### src/rtl/dbg_loader_pkg.sv
// dbg_loader_pkg: opcodes and FSM states shared by the debug loader files.
package dbg_loader_pkg;
  localparam logic [7:0] OP_WR  = 8'h57;
  localparam logic [7:0] OP_RD  = 8'h52;
  localparam logic [7:0] OP_INC = 8'h4E;
  typedef enum logic [2:0] {IDLE, ADDR, DATA, WRITE, RD_REQ, RD_WAIT, SEND} state_t;
endpackage

### src/rtl/dbg_word_shifter.sv
// dbg_word_shifter: 4-byte little-endian assemble/serialize register with byte index.
module dbg_word_shifter (
  input  logic        clk,
  input  logic        rst_n,
  input  logic        clr,
  input  logic        load,
  input  logic        shift_in,
  input  logic        shift_out,
  input  logic [7:0]  din_byte,
  input  logic [31:0] load_word,
  output logic [31:0] nxt_word,
  output logic [7:0]  out_byte,
  output logic        last
);
  logic [31:0] word_q, word_d;
  logic [1:0]  idx_q, idx_d;
  always_comb begin
    nxt_word = {din_byte, word_q[31:8]};
    word_d = load ? load_word : shift_in ? nxt_word : shift_out ? {8'h00, word_q[31:8]} : word_q;
    idx_d = (clr || load) ? 2'd0 : (shift_in || shift_out) ? idx_q + 2'd1 : idx_q;
  end
  always_ff @(posedge clk) begin
    if (!rst_n) begin
      word_q <= '0;
      idx_q  <= '0;
    end else begin
      word_q <= word_d;
      idx_q  <= idx_d;
    end
  end
  assign out_byte = word_q[7:0];
  assign last = idx_q == 2'd3;
endmodule

### src/rtl/instr_ram_debug_loader.sv
// instr_ram_debug_loader: byte-stream host loader for instruction RAM port b.
// DBG_LOADER_AUTOINC_EN enables the 'N' write-next-word opcode.
module instr_ram_debug_loader
  import dbg_loader_pkg::*;
#(
  parameter int RX_TIMEOUT = 1023,
  parameter int ERR_W      = 8
) (
  input  logic             clk,
  input  logic             rst_n,
  input  logic [7:0]       rx_data,
  input  logic             rx_valid,
  output logic             rx_ready,
  output logic [7:0]       tx_data,
  output logic             tx_valid,
  input  logic             tx_ready,
  output logic             ram_web,
  output logic [29:0]      ram_addrb,
  output logic [31:0]      ram_dinb,
  input  logic [31:0]      ram_doutb,
  output logic             busy,
  output logic [ERR_W-1:0] err_cnt
);
  localparam int TW = $clog2(RX_TIMEOUT + 1);
  state_t           state_q, state_d;
  logic [29:0]      addr_q, addr_d;
  logic [31:0]      din_q, din_d, nxt_word;
  logic             rd_q, rd_d;
  logic [TW-1:0]    tmo_q, tmo_d;
  logic [ERR_W-1:0] err_q, err_d;
  logic             err_inc, sh_in, sh_load, sh_out, last, rx_fire, tx_fire;
`ifdef DBG_LOADER_AUTOINC_EN
  logic [29:0]      lastw_q, lastw_d;
`endif
  assign rx_ready  = state_q inside {IDLE, ADDR, DATA};
  assign tx_valid  = state_q == SEND;
  assign busy      = state_q != IDLE;
  assign ram_web   = state_q == WRITE;
  assign ram_addrb = addr_q;
  assign ram_dinb  = din_q;
  assign err_cnt   = err_q;
  assign rx_fire   = rx_valid && rx_ready;
  assign tx_fire   = tx_valid && tx_ready;
  dbg_word_shifter u_shift (
    .clk(clk), .rst_n(rst_n), .clr(state_q == IDLE), .load(sh_load),
    .shift_in(sh_in), .shift_out(sh_out), .din_byte(rx_data), .load_word(ram_doutb),
    .nxt_word(nxt_word), .out_byte(tx_data), .last(last)
  );
  always_comb begin
    state_d = state_q;
    addr_d  = addr_q;
    din_d   = din_q;
    rd_d    = rd_q;
    tmo_d   = tmo_q;
    err_inc = 1'b0;
    sh_in   = 1'b0;
    sh_load = 1'b0;
    sh_out  = 1'b0;
`ifdef DBG_LOADER_AUTOINC_EN
    lastw_d = lastw_q;
`endif
    case (state_q)
      IDLE: if (rx_fire) begin
        if (rx_data == OP_WR || rx_data == OP_RD) begin
          rd_d    = rx_data == OP_RD;
          state_d = ADDR;
        end
`ifdef DBG_LOADER_AUTOINC_EN
        else if (rx_data == OP_INC) begin
          addr_d  = lastw_q + 30'd1;
          state_d = DATA;
        end
`endif
        else err_inc = 1'b1;
      end
      ADDR, DATA: if (rx_fire) begin
        sh_in = 1'b1;
        tmo_d = '0;
        if (last && state_q == ADDR) begin
          addr_d  = nxt_word[31:2];
          state_d = rd_q ? RD_REQ : DATA;
        end else if (last) begin
          din_d   = nxt_word;
          state_d = WRITE;
        end
      end else if (tmo_q == TW'(RX_TIMEOUT - 1)) begin
        tmo_d   = '0;
        err_inc = 1'b1;
        state_d = IDLE;
      end else tmo_d = tmo_q + 1'b1;
      WRITE: begin
`ifdef DBG_LOADER_AUTOINC_EN
        lastw_d = addr_q;
`endif
        state_d = IDLE;
      end
      RD_REQ: state_d = RD_WAIT;
      RD_WAIT: begin
        sh_load = 1'b1;
        state_d = SEND;
      end
      SEND: if (tx_fire) begin
        sh_out  = 1'b1;
        state_d = last ? IDLE : SEND;
      end
      default: state_d = IDLE;
    endcase
    err_d = err_q + ERR_W'(err_inc && !(&err_q));
  end
  always_ff @(posedge clk) begin
    if (!rst_n) begin
      state_q <= IDLE;
      addr_q  <= '0;
      din_q   <= '0;
      rd_q    <= 1'b0;
      tmo_q   <= '0;
      err_q   <= '0;
`ifdef DBG_LOADER_AUTOINC_EN
      lastw_q <= '0;
`endif
    end else begin
      state_q <= state_d;
      addr_q  <= addr_d;
      din_q   <= din_d;
      rd_q    <= rd_d;
      tmo_q   <= tmo_d;
      err_q   <= err_d;
`ifdef DBG_LOADER_AUTOINC_EN
      lastw_q <= lastw_d;
`endif
    end
  end
endmodule

### config.mk
export PLATFORM = sky130hd
export DESIGN_NAME = instr_ram_debug_loader
export DESIGN_NICKNAME = d
export VERILOG_FILES = /design/src/rtl/dbg_loader_pkg.sv /design/src/rtl/dbg_word_shifter.sv /design/src/rtl/instr_ram_debug_loader.sv
export SDC_FILE = /design/constraint.sdc
export NUM_CORES = 1
export LEC_CHECK = 0
export CORE_MARGIN = 2
export CORE_UTILIZATION = 45
export CTS_CLUSTER_DIAMETER = 60
export DETAILED_ROUTE_END_ITERATION = 6
export PLACE_DENSITY = 0.83
export REMOVE_ABC_BUFFERS = 1
export SYNTH_ARGS = -nofsm -noshare
export SYNTH_HDL_FRONTEND = slang
export SYNTH_SLANG_ARGS = --single-unit
### constraint.sdc
create_clock -name clk -period 2.71 [get_ports clk]
set_input_delay 0.271 -clock clk [delete_from_list [all_inputs] [get_ports clk]]
set_output_delay 0.271 -clock clk [all_outputs]
set_load 0.01 [all_outputs]
# Word level (Yosys, flattened, before mapping)
# Cells that the tools add are included.
# totals
reg_bits	118
inputBits	44
output_inout_bits	82
word_cells	72
# op_classes
addsub	3
eq_ne	15
muxes	25
bitwise	2
n_reduce_logical	19
# ops
op	count
32-bit two-way mux	3
3-bit two-way mux	9
10-bit two-way mux	2
8-bit by 7-bit equality test with 1-bit output (second input constant)	2
3-bit case mux with 5 select lines	1
10-bit by 1-bit adder with 10-bit output (second input constant)	1
10-bit equality test (second input constant)	1
3-bit equality test (second input constant)	3
1-bit two-way mux	9
3-bit nonzero test	3
8-bit by 1-bit adder with 8-bit output	1
8-bit AND reduction	1
3-bit by 2-bit equality test with 1-bit output (second input constant)	2
3-bit AND reduction	2
5-bit AND reduction	1
1-bit logical AND	4
2-bit != test (second input constant)	2
4-bit != test (second input constant)	1
4-bit AND reduction	1
2-bit OR reduction	2
3-bit by 1-bit equality test with 1-bit output (second input constant)	1
3-bit zero test	1
1-bit logical OR	3
3-bit != test (second input constant)	1
6 further kinds	7

# Logic depth before layout (Yosys ltp)
# depth
word_depth	7
depth_mapped	11
mapped_depth_nobuf	10

# Modules after synthesis
# A second synthesis with hierarchy kept.
# hier_totals
hier_cells	627
hier_area_um2	5410.2
# modules_own_cells
module	instances	cells_per_inst	area_per_inst_um2	seq_area_each_um2
instr_ram_debug_loader	1	422	3539.6	1681.6
dbg_word_shifter	1	205	1870.5	680.7

# Worst setup path before layout
# No wires, ideal clock.
# synth_path
path_type	flip-flop to flip-flop
startpoint	register state_q[0]
endpoint	register err_q[4], in the netlist err_cnt[4]
setup_time_ns	0.115
t_arrival_ns	1.901
t_required_ns	2.595
slack_ns	0.694
path_stages_with_launch	11
path_buffers	1
synth_period_minus_slack_ns	2.016
cell_sequence	dfxtp_1 -> buf_2 -> xnor2_1 -> nor2_1 -> nand4_1 -> a21oi_1 -> ha_1 -> ha_1 -> nand3_1 -> xnor2_1 -> and2_1
# synth_between
elab_chain_cells	7
word_cells_on_any_way	11
classes_between	1 x add/sub; 2 x eq/ne; 3 x mux; 5 x reduce/logical
# synth_lines
item	line_no	text
start, declared	instr_ram_debug_loader.sv:25	state_t state_q, state_d;
start signal, assigned	instr_ram_debug_loader.sv:122	state_q <= state_d;
3-bit by 1-bit equality test with 1-bit output (tied with other cells)	instr_ram_debug_loader.sv:35, instr_ram_debug_loader.sv:62	
3-bit nonzero test	instr_ram_debug_loader.sv:35	assign rx_ready = state_q inside {IDLE, ADDR, DATA};
1-bit logical AND	instr_ram_debug_loader.sv:42	assign rx_fire = rx_valid && rx_ready;
1-bit two-way mux, on equally long branches	instr_ram_debug_loader.sv:76, instr_ram_debug_loader.sv:63	
1-bit case mux with 2 select lines *	instr_ram_debug_loader.sv:62	case (state_q)
1-bit logical AND *	instr_ram_debug_loader.sv:108	err_d = err_q + ERR_W'(err_inc && !(&err_q));
8-bit by 1-bit adder with 8-bit output *	instr_ram_debug_loader.sv:108	
end signal, assigned	instr_ram_debug_loader.sv:127	err_q <= err_d;
end, declared	instr_ram_debug_loader.sv:30	logic [ERR_W-1:0] err_q, err_d;
# Mark *: on every way between the ends. The rest lies on a longest branch, timed or not.
# A chain may end at the register's enable or synchronous reset.

# Worst setup path in the final report
# layout_path
startpoint	register state_q[2]
endpoint	output port busy
# layout_between
elab_chain_cells	1
# layout_lines
item	line_no	text
3-bit nonzero test	instr_ram_debug_loader.sv:37	assign busy = state_q != IDLE;
end, declared	instr_ram_debug_loader.sv:21	output logic busy,
# No other way between the ends.

==> out/results.ini <==
[clock_tree]
max-clock-path-buffers=2
ctsResizeCount=0
cts_hold_buf=0
clock_latency_ns=0.52
cts_root_buffer=clkbuf_8
postCtsSetupRepairBufs=0
htreeDepth=4
clk_pin_slew_ns=0.06
tritoncts=yes
cts_sinks=118
cts_buffers=17

[placement]
hpwl_um=9659
port_buffers=125
placed_cells=826
place_ws_ns=0.1878
place.gp.congestion=0.8722
place_area_mm2=0.006469

[min_path]
hold_class=in -> reg

[timing]
rsz0062_at_grt=false
final.setup_skew_ns=0.01225
post-route-period-util_pct=89.10
worst_slack_ns=0.2953
worst_pin_slew_ns=0.7234
min_period_ns=2.415
hold_viol=0
fmaxAchievable_ghz=0.4141
slew_violations=0
slew_headroom_pct=51.48
whs_ns=0.2858
setup_viol=0

[yosys]
synth-main-ff-cell=dfxtp_1
avgSynthCellArea_um2=8.642
yosysMostFrequentCell=nand2_1
yosysSeqAreaShare_pct=47.13
yosys-top-cells-count=nand2_1, dfxtp_1, a21boi_0
postSynthCellCount=580
ys_types=48
yosysTopAreaCellShare_pct=47.13
synth_warnings=0
async_flop_share_pct=0
syn_area_mm2=0.005012
ys_ff_latch=118
synth_edf_count=0
synth.area.top_cells=dfxtp_1, a21boi_0, nand2_1, mux2i_1, o21ai_0
synth_largest_area_cell=dfxtp_1

[routing]
firstDrtPassIters=5
drt-total-wl_um=14260
viasPerCell=5.509
drc=0
first_iter_violations=412
ant_nets=0
vias=4716
wire_per_inst_um=16.66

[floorplanning]
die_height_um=109.5
fp-row-count=38
start_util_pct=46.24
die-area_mm2=0.01200
core_mm2=0.01084
io_pins=126
fp.dieW_um=109.5

[power]
ir_drop_mv=0.3915
p_leak_nw=2.584
finalPower_mw=4.628
p_per_area_mw_per_mm2=653.9

[layout]
stdcell_count=856
fin_area_mm2=0.007077
area_growth_pct=41.19
fin_nets=754
fillers=881
drive_above_1_share_pct=8.380
n_antenna_cell=0

[critical_path]
cp.arrival_ns=2.14
path_class=reg -> out
cp-start-kind=flop
cp_max_fo=14
cp.required_ns=2.44
crit_path_end_kind=primary output

[global_routing]
grt_max_degree=50
grt_pass1_wl_um=22340
grt_use_total_pct=24.11
grt_pass1_vias=4588
grt-ovfl-total=0
antenna_found_initial=0

[flow_run]
drv.max_cap_violation_count=0

[outcome]
status=finished clean

-- power breakdown --
part / leakage, nW / internal [mW] / switching, mW / total (mW)
Clock: 0.304 / 1.55 / 0.765 / 2.32
Combinational: 1.33 / 0.240 / 0.252 / 0.493
Sequential: 0.951 / 1.78 / 0.0390 / 1.82
-- layer usage --
layer | part of all wire (%) | wire (um) | GRT usage (%)
met1 | 43 | 6096 | 29.41
met2 | 48 | 6797 | 40.78
met3 | 7.5 | 1068 | 6.402
met4 | 2.1 | 302 | 8.861
met5 | 0 | 0 | 0
-- logic make-up (layout without fill, tap and decap cells) --
group | after synthesis | after routing | share of synthesized area, %
AO/OA/AOI/OAI | 164 | 164 | 22.02
XOR/XNOR | 14 | 14 | 2.446
adder cells (fa/ha/maj) | 5 | 5 | 1.248
buffers and inverters | 45 | 181 | 3.520
flip-flops | 118 | 118 | 47.13
multiplexers | 25 | 25 | 4.993
AND/OR/NAND/NOR | 209 | 209 | 18.65
-- final cells by class --
cell class | count | area [um^2] | area share [%]
clock buffers | 21 | 459.2 | 6.489
clock inverters | 9 | 148.9 | 2.104
inverters | 3 | 11.26 | 0.1591
multi-input cells | 417 | 2489 | 35.17
flip-flops and latches | 118 | 2362 | 33.38
well taps | 140 | 175.2 | 2.475
repair buffers | 148 | 1431 | 20.23
-- layout by cell type, fill, tap and decap left out, drive strengths merged, types with 8 or more instances in the layout --
master / netlist / routed
nand3: 11 / 11
and2: 9 / 9
dfxtp: 118 / 118
mux2i: 25 / 25
clkbuf: 35 / 21
clkdlybuf4s50: 0 / 124
nand2: 137 / 137
a22oi: 8 / 8
a21oi: 27 / 27
a21boi: 73 / 73
xnor2: 10 / 10
buf: 7 / 24
nor2: 17 / 17
o21ai: 34 / 34
-- stage by stage --
stage          TNS [ns]  util, %
2_1_floorplan    -10.86        -
3_3_place_gp          0    59.67
3_5_place_dp          0    59.67
4_1_cts               0    65.28
5_1_grt               0    65.28
6_report              0    65.28
-- registers in the layout, indices dropped and copies added, names as in the netlist --
register	cells
u_shift.idx_q	2
rd_q	1
u_shift.word_q	32
tmo_q	10
state_q	3
err_cnt	8
ram_addrb	30
ram_dinb	32
-- worst max-delay path, stage by stage, from the launching register on --
cell             delay (ns)
dfxtp_1                0.60
buf_4                  0.25
or3_1                  0.20
clkdlybuf4s50_1        0.56
-- path summary, 6_finish.rpt --
kind	cells past startpoint	from	slack (ns)	end
max	3	state_q[2]	0.30	busy
max reg2reg	7	state_q[2]	0.51	err_cnt[7]
min	2	rst_n	0.29	state_q[2]
min reg2reg	2	ram_addrb[24]	0.46	ram_addrb[24]
Note: power is estimated with default switching activity, not from simulation.
